<file path="config.mk">
export PLATFORM = sky130hd
export DESIGN_NAME = spi_cv_receiver
export DESIGN_NICKNAME = d
export VERILOG_FILES = /design/src/rtl/spi_cv_pkg.sv /design/src/rtl/spi_input_filter.sv /design/src/rtl/spi_cv_receiver.sv
export SDC_FILE = /design/constraint.sdc
export NUM_CORES = 1
export LEC_CHECK = 0
export CAP_MARGIN = 20
export CORE_MARGIN = 3
export CORE_UTILIZATION = 35
export DETAILED_ROUTE_END_ITERATION = 10
export PLACE_DENSITY = 0.5
export SYNTH_ARGS = -nofsm -noshare
export SYNTH_HDL_FRONTEND = slang
export SYNTH_HIERARCHICAL = 1
export SYNTH_SLANG_ARGS = --single-unit
</file>
<file path="constraint.sdc">
create_clock -name i_Clock -period 3.65 [get_ports i_Clock]
set_input_delay 0.73 -clock i_Clock [delete_from_list [all_inputs] [get_ports i_Clock]]
set_output_delay 0.73 -clock i_Clock [all_outputs]
set_load 0.01 [all_outputs]
</file>
<file path="src/rtl/spi_cv_pkg.sv">
// Shared types and helpers for the CV SPI receiver: state encoding,
// default geometry and the word-to-bus offset mapping.
package spi_cv_pkg;

    typedef enum logic [1:0] {
        IDLE     = 2'd0,
        RECEIVE  = 2'd1,
        COMPLETE = 2'd2
    } state_e;

    localparam int DEF_CHANNELS     = 5;
    localparam int DEF_WORD_BITS    = 16;
    localparam int DEF_FILTER_COUNT = 3;

    function automatic int word_offset(input int idx, input int word_bits);
        return idx * word_bits;
    endfunction

endpackage

</file>
<file path="src/rtl/spi_input_filter.sv">
// Two-flop synchronisers on CS/SCK/DATA followed by a joint stability filter:
// the filtered triple only moves after FILTER_COUNT consecutive equal samples.
module spi_input_filter
    import spi_cv_pkg::*;
#(
    parameter int FILTER_COUNT = DEF_FILTER_COUNT
) (
    input  logic i_Clock,
    input  logic i_Reset,
    input  logic i_Cs,
    input  logic i_Sck,
    input  logic i_Data,
    output logic o_Cs,
    output logic o_Sck,
    output logic o_Data,
    output logic o_Settled
);

    localparam int CW = $clog2(FILTER_COUNT);
    localparam logic [CW-1:0] CNT_MAX  = CW'(FILTER_COUNT - 1);
    localparam logic [CW-1:0] CNT_LOAD = CW'(FILTER_COUNT - 2);
    localparam logic [2:0]    IDLE_LINES = 3'b100;

    logic [2:0]    sync1_q, sync2_q, prev_q;
    logic [2:0]    filt_q, filt_d;
    logic [CW-1:0] cnt_q, cnt_d;
    logic [1:0]    fill_q;
    logic          stable;

    always_comb begin
        stable = (sync2_q == prev_q);
        cnt_d  = '0;
        filt_d = filt_q;
        if (stable) begin
            cnt_d = (cnt_q == CNT_MAX) ? cnt_q : cnt_q + CW'(1);
            if (cnt_q >= CNT_LOAD) begin
                filt_d = sync2_q;
            end
        end
    end

    always_ff @(posedge i_Clock) begin
        if (i_Reset) begin
            sync1_q <= IDLE_LINES;
            sync2_q <= IDLE_LINES;
            prev_q  <= IDLE_LINES;
            filt_q  <= IDLE_LINES;
            cnt_q   <= '0;
            fill_q  <= '0;
        end else begin
            sync1_q <= {i_Cs, i_Sck, i_Data};
            sync2_q <= sync1_q;
            prev_q  <= sync2_q;
            filt_q  <= filt_d;
            cnt_q   <= cnt_d;
            // Settled is withheld until the reset values have left the pipeline.
            fill_q  <= (fill_q == 2'd3) ? fill_q : fill_q + 2'd1;
        end
    end

    assign o_Cs      = filt_q[2];
    assign o_Sck     = filt_q[1];
    assign o_Data    = filt_q[0];
    assign o_Settled = (fill_q == 2'd3) && (cnt_q == CNT_MAX);

endmodule

</file>
<file path="src/rtl/spi_cv_receiver.sv">
// Oversampled 3-wire SPI frame receiver: filters the pins, assembles CHANNELS
// words into a staging buffer and commits them atomically on a clean frame end.
module spi_cv_receiver
    import spi_cv_pkg::*;
#(
    parameter int CHANNELS     = DEF_CHANNELS,
    parameter int WORD_BITS    = DEF_WORD_BITS,
    parameter int FILTER_COUNT = DEF_FILTER_COUNT,
    parameter bit MSB_FIRST    = 1'b1
) (
    input  logic                          i_Clock,
    input  logic                          i_Reset,
    input  logic                          i_SPI_CS,
    input  logic                          i_SPI_Clock,
    input  logic                          i_SPI_Data,
    output logic [CHANNELS*WORD_BITS-1:0] o_Data,
    output logic                          o_Data_Valid,
    output logic                          o_Frame_Error,
    output logic                          o_Busy
);

    localparam int BW = $clog2(WORD_BITS);
    localparam int WW = (CHANNELS > 1) ? $clog2(CHANNELS) : 1;
    localparam logic [BW-1:0] LAST_BIT  = BW'(WORD_BITS - 1);
    localparam logic [WW-1:0] LAST_WORD = WW'(CHANNELS - 1);

    logic f_cs, f_sck, f_data, f_settled;
    logic cs_prev_q, sck_prev_q, armed_q;
    logic sck_rise, cs_fall, cs_rise;

    state_e                 state_q, state_d;
    logic [BW-1:0]          bit_cnt_q, bit_cnt_d;
    logic [WW-1:0]          word_cnt_q, word_cnt_d;
    logic [WORD_BITS-1:0]   shift_q, shift_d, new_word;
    logic [WORD_BITS-1:0]   staging_q [CHANNELS];
    logic [WORD_BITS-1:0]   staging_d [CHANNELS];
    logic [WORD_BITS-1:0]   data_q [CHANNELS];
    logic [WORD_BITS-1:0]   data_d [CHANNELS];
    logic                   overrun_q, overrun_d;
    logic                   valid_q, valid_d, err_q, err_d;

    spi_input_filter #(.FILTER_COUNT(FILTER_COUNT)) u_filter (
        .i_Clock   (i_Clock),
        .i_Reset   (i_Reset),
        .i_Cs      (i_SPI_CS),
        .i_Sck     (i_SPI_Clock),
        .i_Data    (i_SPI_Data),
        .o_Cs      (f_cs),
        .o_Sck     (f_sck),
        .o_Data    (f_data),
        .o_Settled (f_settled)
    );

    assign sck_rise = f_sck & ~sck_prev_q;
    assign cs_fall  = ~f_cs & cs_prev_q;
    assign cs_rise  = f_cs & ~cs_prev_q;
    assign new_word = MSB_FIRST ? {shift_q[WORD_BITS-2:0], f_data}
                                : {f_data, shift_q[WORD_BITS-1:1]};

    always_comb begin
        state_d    = state_q;
        bit_cnt_d  = bit_cnt_q;
        word_cnt_d = word_cnt_q;
        shift_d    = shift_q;
        staging_d  = staging_q;
        data_d     = data_q;
        overrun_d  = overrun_q;
        valid_d    = 1'b0;
        err_d      = 1'b0;
        case (state_q)
            IDLE: begin
                bit_cnt_d  = '0;
                word_cnt_d = '0;
                shift_d    = '0;
                overrun_d  = 1'b0;
                // A CS low left over from reset never counts as a frame start.
                if (cs_fall && armed_q) state_d = RECEIVE;
            end
            RECEIVE: begin
                if (cs_rise) begin
                    err_d   = 1'b1;
                    state_d = IDLE;
                end else if (sck_rise) begin
                    shift_d = new_word;
                    if (bit_cnt_q == LAST_BIT) begin
                        staging_d[word_cnt_q] = new_word;
                        bit_cnt_d = '0;
                        if (word_cnt_q == LAST_WORD) state_d = COMPLETE;
                        else word_cnt_d = word_cnt_q + WW'(1);
                    end else begin
                        bit_cnt_d = bit_cnt_q + BW'(1);
                    end
                end
            end
            COMPLETE: begin
                if (cs_rise) begin
                    if (overrun_q) err_d = 1'b1;
                    else begin
                        data_d  = staging_q;
                        valid_d = 1'b1;
                    end
                    state_d = IDLE;
                end else if (sck_rise) begin
                    overrun_d = 1'b1;
                end
            end
            default: state_d = IDLE;
        endcase
    end

    always_ff @(posedge i_Clock) begin
        if (i_Reset) begin
            state_q    <= IDLE;
            bit_cnt_q  <= '0;
            word_cnt_q <= '0;
            shift_q    <= '0;
            staging_q  <= '{default: '0};
            data_q     <= '{default: '0};
            overrun_q  <= 1'b0;
            valid_q    <= 1'b0;
            err_q      <= 1'b0;
            cs_prev_q  <= 1'b1;
            sck_prev_q <= 1'b0;
            armed_q    <= 1'b0;
        end else begin
            state_q    <= state_d;
            bit_cnt_q  <= bit_cnt_d;
            word_cnt_q <= word_cnt_d;
            shift_q    <= shift_d;
            staging_q  <= staging_d;
            data_q     <= data_d;
            overrun_q  <= overrun_d;
            valid_q    <= valid_d;
            err_q      <= err_d;
            cs_prev_q  <= f_cs;
            sck_prev_q <= f_sck;
            armed_q    <= armed_q | (f_settled & f_cs);
        end
    end

    for (genvar n = 0; n < CHANNELS; n++) begin : g_out
        assign o_Data[word_offset(n, WORD_BITS) +: WORD_BITS] = data_q[n];
    end

    assign o_Data_Valid  = valid_q;
    assign o_Frame_Error = err_q;
    assign o_Busy        = (state_q != IDLE);

endmodule

</file>
# After elaboration in Yosys (flattened, before gate mapping)
# Cells that the tools add are included.
# word_totals
regBits,206
output_inout_bits,83
word_cells,110
# classes
add_sub_neg,4
n_lt_le_gt_ge,3
eq_ne,18
muxes,30
bitwise,13
n_reduce_logical,16
# ops
operator,n
$bwmux 80,1
$demux 16 s3,1
$mux 15,2
$pmux 15 s2,1
$mux 16,1
$ne 2x2->1 const B,8
$mux 2,6
$mux 3,4
$mux 4,3
$reduce_and 5->1,2
$ne 3x3->1 const B,3
$reduce_and 3->1,3
$pmux 4 s2,1
$not 1->1,7
$eq 2x2->1 const B,3
$mux 1,6
$pmux 2 s3,1
$pmux 3 s2,1
$reduce_bool 2->1,3
$add 2x1->2 const B,2
$add 4x1->4 const B,1
$and 1x1->1,4
$eq 4x4->1 const B,1
$ge 4x4->1 const B,1
15 further kinds,18

# Depth between registers and ports, before layout
# logic_depth
depth_word,6
mapped_depth,9
depth_no_buf,6

# Modules after synthesis
# The synthesis kept the hierarchy.
# modules_own_cells
module,instances,cells_per_inst,area_each_um2
spi_cv_receiver,1,856,7257.0
spi_input_filter,1,53,599.3

# Worst setup path after synthesis
# Ideal clock, no wire load.
# synth_path
path_type,register -> register
from,register bit_cnt_q[0]
to,register staging_q[38] in the netlist's numbering
setup_ns,0.120
arrival_ns,1.853
slack_ns,1.678
stages_incl_launch_ff,9
n_path_buf,3
period_less_slack_ns,1.972
path_cell_list,dfxtp_1 > ha_1 > and3_4 > nand4_4 > buf_6 > or4_4 > buf_6 > buf_6 > mux2i_1
# synth_via
elab_chain_len,2
# synth_lines
item,line_no,source
"start, declared",spi_cv_receiver.sv:32,"logic [BW-1:0] bit_cnt_q, bit_cnt_d;"
"start signal, assigned",spi_cv_receiver.sv:127,bit_cnt_q <= bit_cnt_d;
$eq 4x4->1,spi_cv_receiver.sv:85,if (bit_cnt_q == LAST_BIT) begin
$reduce_and 4->1 (no source line),-,
"end signal, assigned",spi_cv_receiver.sv:130,staging_q <= staging_d;
"end, declared",spi_cv_receiver.sv:35,logic [WORD_BITS-1:0] staging_q [CHANNELS];
# Every way passes these cells.
# A chain may end at the register's enable or synchronous reset.

# Worst setup path in the final report
# layout_path
from,register state_q[0]
to,output o_Busy
# layout_via
elab_chain_len,1
# layout_lines
item,line_no,source
"start, declared",spi_cv_receiver.sv:31,"state_e state_q, state_d;"
"start signal, assigned",spi_cv_receiver.sv:126,state_q <= state_d;
$reduce_bool 2->1,spi_cv_receiver.sv:147,assign o_Busy = (state_q != IDLE);
"end, declared",spi_cv_receiver.sv:19,output logic o_Busy
# Every way passes these cells.

==> results.yml <==
run_status:
  status: "finished, final reports clean"
layout:
  nNetsFinal: 981
  seqCellArea_um2: 4120
  multi_input_area_um2: 3410
  fillers: 2184
  fin_cells: 1262
  diodes: 0
  drive_gt1_share_pct: 6.72
  area_growth_pct: 23.7
sta:
  tightest_slew_ns: 0.930
  holdWs_ns: 0.405
  rsz0062_at_grt: "no"
  drv_slew: 0
  slew_headroom_pct: 38.0
  finClkSkew_ns: 0.00862
  layout_setup_ws_ns: 1.04
  min_period_ns: 2.61
  hold_viol_final: 0
  setup_viol: 0
  fmax_ghz: 0.384
  min_period_over_period_pct: 71.4
  finalSetupTns_ns: 0
drt:
  drt-wirelength-per-cell_um: 15.3
  via_per_inst: 4.90
  drtIter0Drc: 371
  via_count: 6190
  drc: 0
  antenna_left: 0
  dr.pass1.iters: 4
  finalWirelength_mm: 19.4
logic_synthesis:
  yosys_warnings: 6
  synth_nets: 925
  synth.most_common_cell: "dfxtp_1"
  synth_area_um2: 7860
  ys.flop_type: "dfxtp_1"
  synth_seq_area_share_pct: 52.5
  synth_top_area_share_pct: 52.5
  synth_top_family_by_area: "simple AND/OR/NAND/NOR gates"
  synth.distinct_cells: 49
  synth-xor-area-share_pct: 0.669
  ys_ff_latch: 206
  synth_compound_area_share_pct: 14.6
  synthAdderAreaFrac_pct: 1.75
  synth.avg_cell_area_um2: 8.64
  synthSimpleGateAreaFrac_pct: 21.3
  synth_commonest_cells: "dfxtp_1 (206), nand2_1 (182), a21oi_1 (153)"
  yosysTopAreaCell: "dfxtp_1"
  syn_inst: 909
  synth_enable_flop_cells: 0
  muxShareOfSynthArea_pct: 4.97
  synthArstFlopShare_pct: 0
  synth.area.top_cells: "dfxtp_1 (52%), a21oi_1 (9.7%), nand2_1 (8.7%), mux2i_1 (4.6%), nand3_1 (4.3%)"
grt:
  grt-ovfl-total: 0
  grt_pass1_wl_mm: 31.6
  grt_use_total_pct: 15.6
  grt_pass1_vias: 5854
  grt_max_degree: 81
  antenna_found_initial: 0
placed_design:
  post-place-ws_ns: 1.13
  place.gp.congestion: 0.774
  dp.cells: 1220
  hpwl_mm: 12.1
  portBuffers: 87
clock_network:
  cts_hold_buf: 0
  cts_tree: "yes"
  post_cts_resized: 0
  clock_latency_ns: 0.51
  cts_max_level: 1
  clockRootBuffer: "clkbuf_16"
  cts_sinks: 206
  clk_pin_slew_ns: 0.06
  cts_setup_buffers: 0
  cts_buffers: 23
  clockBufferDepth: 3
min_path:
  hp-class: "flop to flop"
power_and_ir_drop:
  p_per_area_nw_per_um2: 508
  internal_power_uw: 3860
  pwr-share-clk_pct: 49.1
  power_switching_uw: 1080
  power_uw: 4940
  p_leak_uw: 0.00326
  vdd_drop_max_mv: 0.258
  seq_power_share_pct: 46.2
  combPwrFrac_pct: 4.8
  p_sw_share_pct: 21.8
die:
  die_w_um: 156
  start_util_pct: 35.8
  core_um2: 22000
  num_rows: 54
  ioPinCount: 88
  die_h_um: 156
  die_area_um2: 24300
setup_path:
  critPathMaxFanout: 4
  end_kind: "primary output"
  path_class: "flop to primary output"
  start_kind: "flop"
  cp.arrival_ns: 1.88
  required_ns: 2.92
job:
  drv_cap: 0
-- final timing paths --
kind	startpoint	endpoint	slack, ns	cells past startpoint
setup reg to reg	state_q[1]	staging_q[73]	1.11	7
hold reg to reg	u_filter/sync1_q[2]	u_filter/sync2_q[2]	0.41	1
setup / recovery	state_q[0]	o_Busy	1.04	4
hold / removal	u_filter/sync1_q[2]	u_filter/sync2_q[2]	0.41	1
-- sequential cells by signal, indices dropped and copies added (netlist names) --
register,flops
o_Data_Valid,1
staging_q,80
o_Frame_Error,1
word_cnt_q,3
shift_q,15
o_Data,80
bit_cnt_q,4
u_filter/sync1_q,3
cs_prev_q,1
u_filter/sync2_q,3
state_q,2
u_filter/prev_q,3
overrun_q,1
u_filter/filt_q,3
sck_prev_q,1
u_filter/cnt_q,2
u_filter/fill_q,2
armed_q,1
-- critical path: stages, from the launching register on --
cell	delay (ns)
dfxtp_1	0.38
inv_1	0.09
ha_1	0.25
inv_1	0.10
clkdlybuf4s50_1	0.54
-- power by group through the flow --
| stage | clock network, uW | registers (uW) | logic (uW) |
|---|---|---|---|
| after floorplan | 0 | 2330 | 177 |
| final | 2420 | 2280 | 234 |
| after global placement | 0 | 2330 | 236 |
| after CTS | 2500 | 2280 | 236 |
| after global routing | 2580 | 2280 | 262 |
| after detailed placement | 0 | 2330 | 235 |
-- cells in the final DEF, fill, tap and decap left out, types with 3 or more instances in the layout --
master,n
o21ai_0,54
bufinv_16,3
nand2b_1,52
clkbuf_1,4
nor2_1,11
inv_1,9
xnor2_1,3
nand2_1,182
a21oi_1,153
ha_1,11
dfxtp_1,206
buf_4,13
clkdlybuf4s50_1,86
mux2i_1,36
xor2_1,3
clkinv_2,3
clkbuf_8,7
nand3b_1,3
nor2b_1,10
clkbuf_16,23
nand3_1,67
nand4_1,3
or2_2,3
-- layer usage --
metal  global-route usage [%]  part of all wire (%)  routed length, um  vias to the layer above
met2                     23.9                    43               8330                      107
met1                     23.3                    52              10000                     2873
met4                     3.36                   1.9                359                        0
li1                         -                     -                  -                     3186
met5                        0                     0                  0                        -
met3                     2.52                   3.4                650                       24
-- area by class of cell --
cell class | instances | share of cell area [%]
Tap cell | 280 | 3.61
Timing Repair Buffer | 101 | 10.2
Clock buffer | 34 | 7.07
Sequential cell | 206 | 42.4
Inverter | 9 | 0.348
Clock inverter | 8 | 1.26
Multi-Input combinational cell | 624 | 35.1
-- cell families (layout without fill, tap and decap cells) --
kind of cell | count (synthesis) | count (layout)
buffers and inverters | 79 | 152
adder cells (fa/ha/maj) | 11 | 11
AND/OR/NAND/NOR | 349 | 349
AO/OA/AOI/OAI | 220 | 220
multiplexers | 38 | 38
flip-flops | 206 | 206
XOR/XNOR | 6 | 6
-- stage by stage --
stage,util (%),cell area [um^2]
final,44.3,9720
after global placement,40.6,8910
after CTS,44.3,9720
after global routing,44.3,9720
after detailed placement,40.6,8910
after floorplan,-,7860
Note: power is estimated with default switching activity, not from simulation.
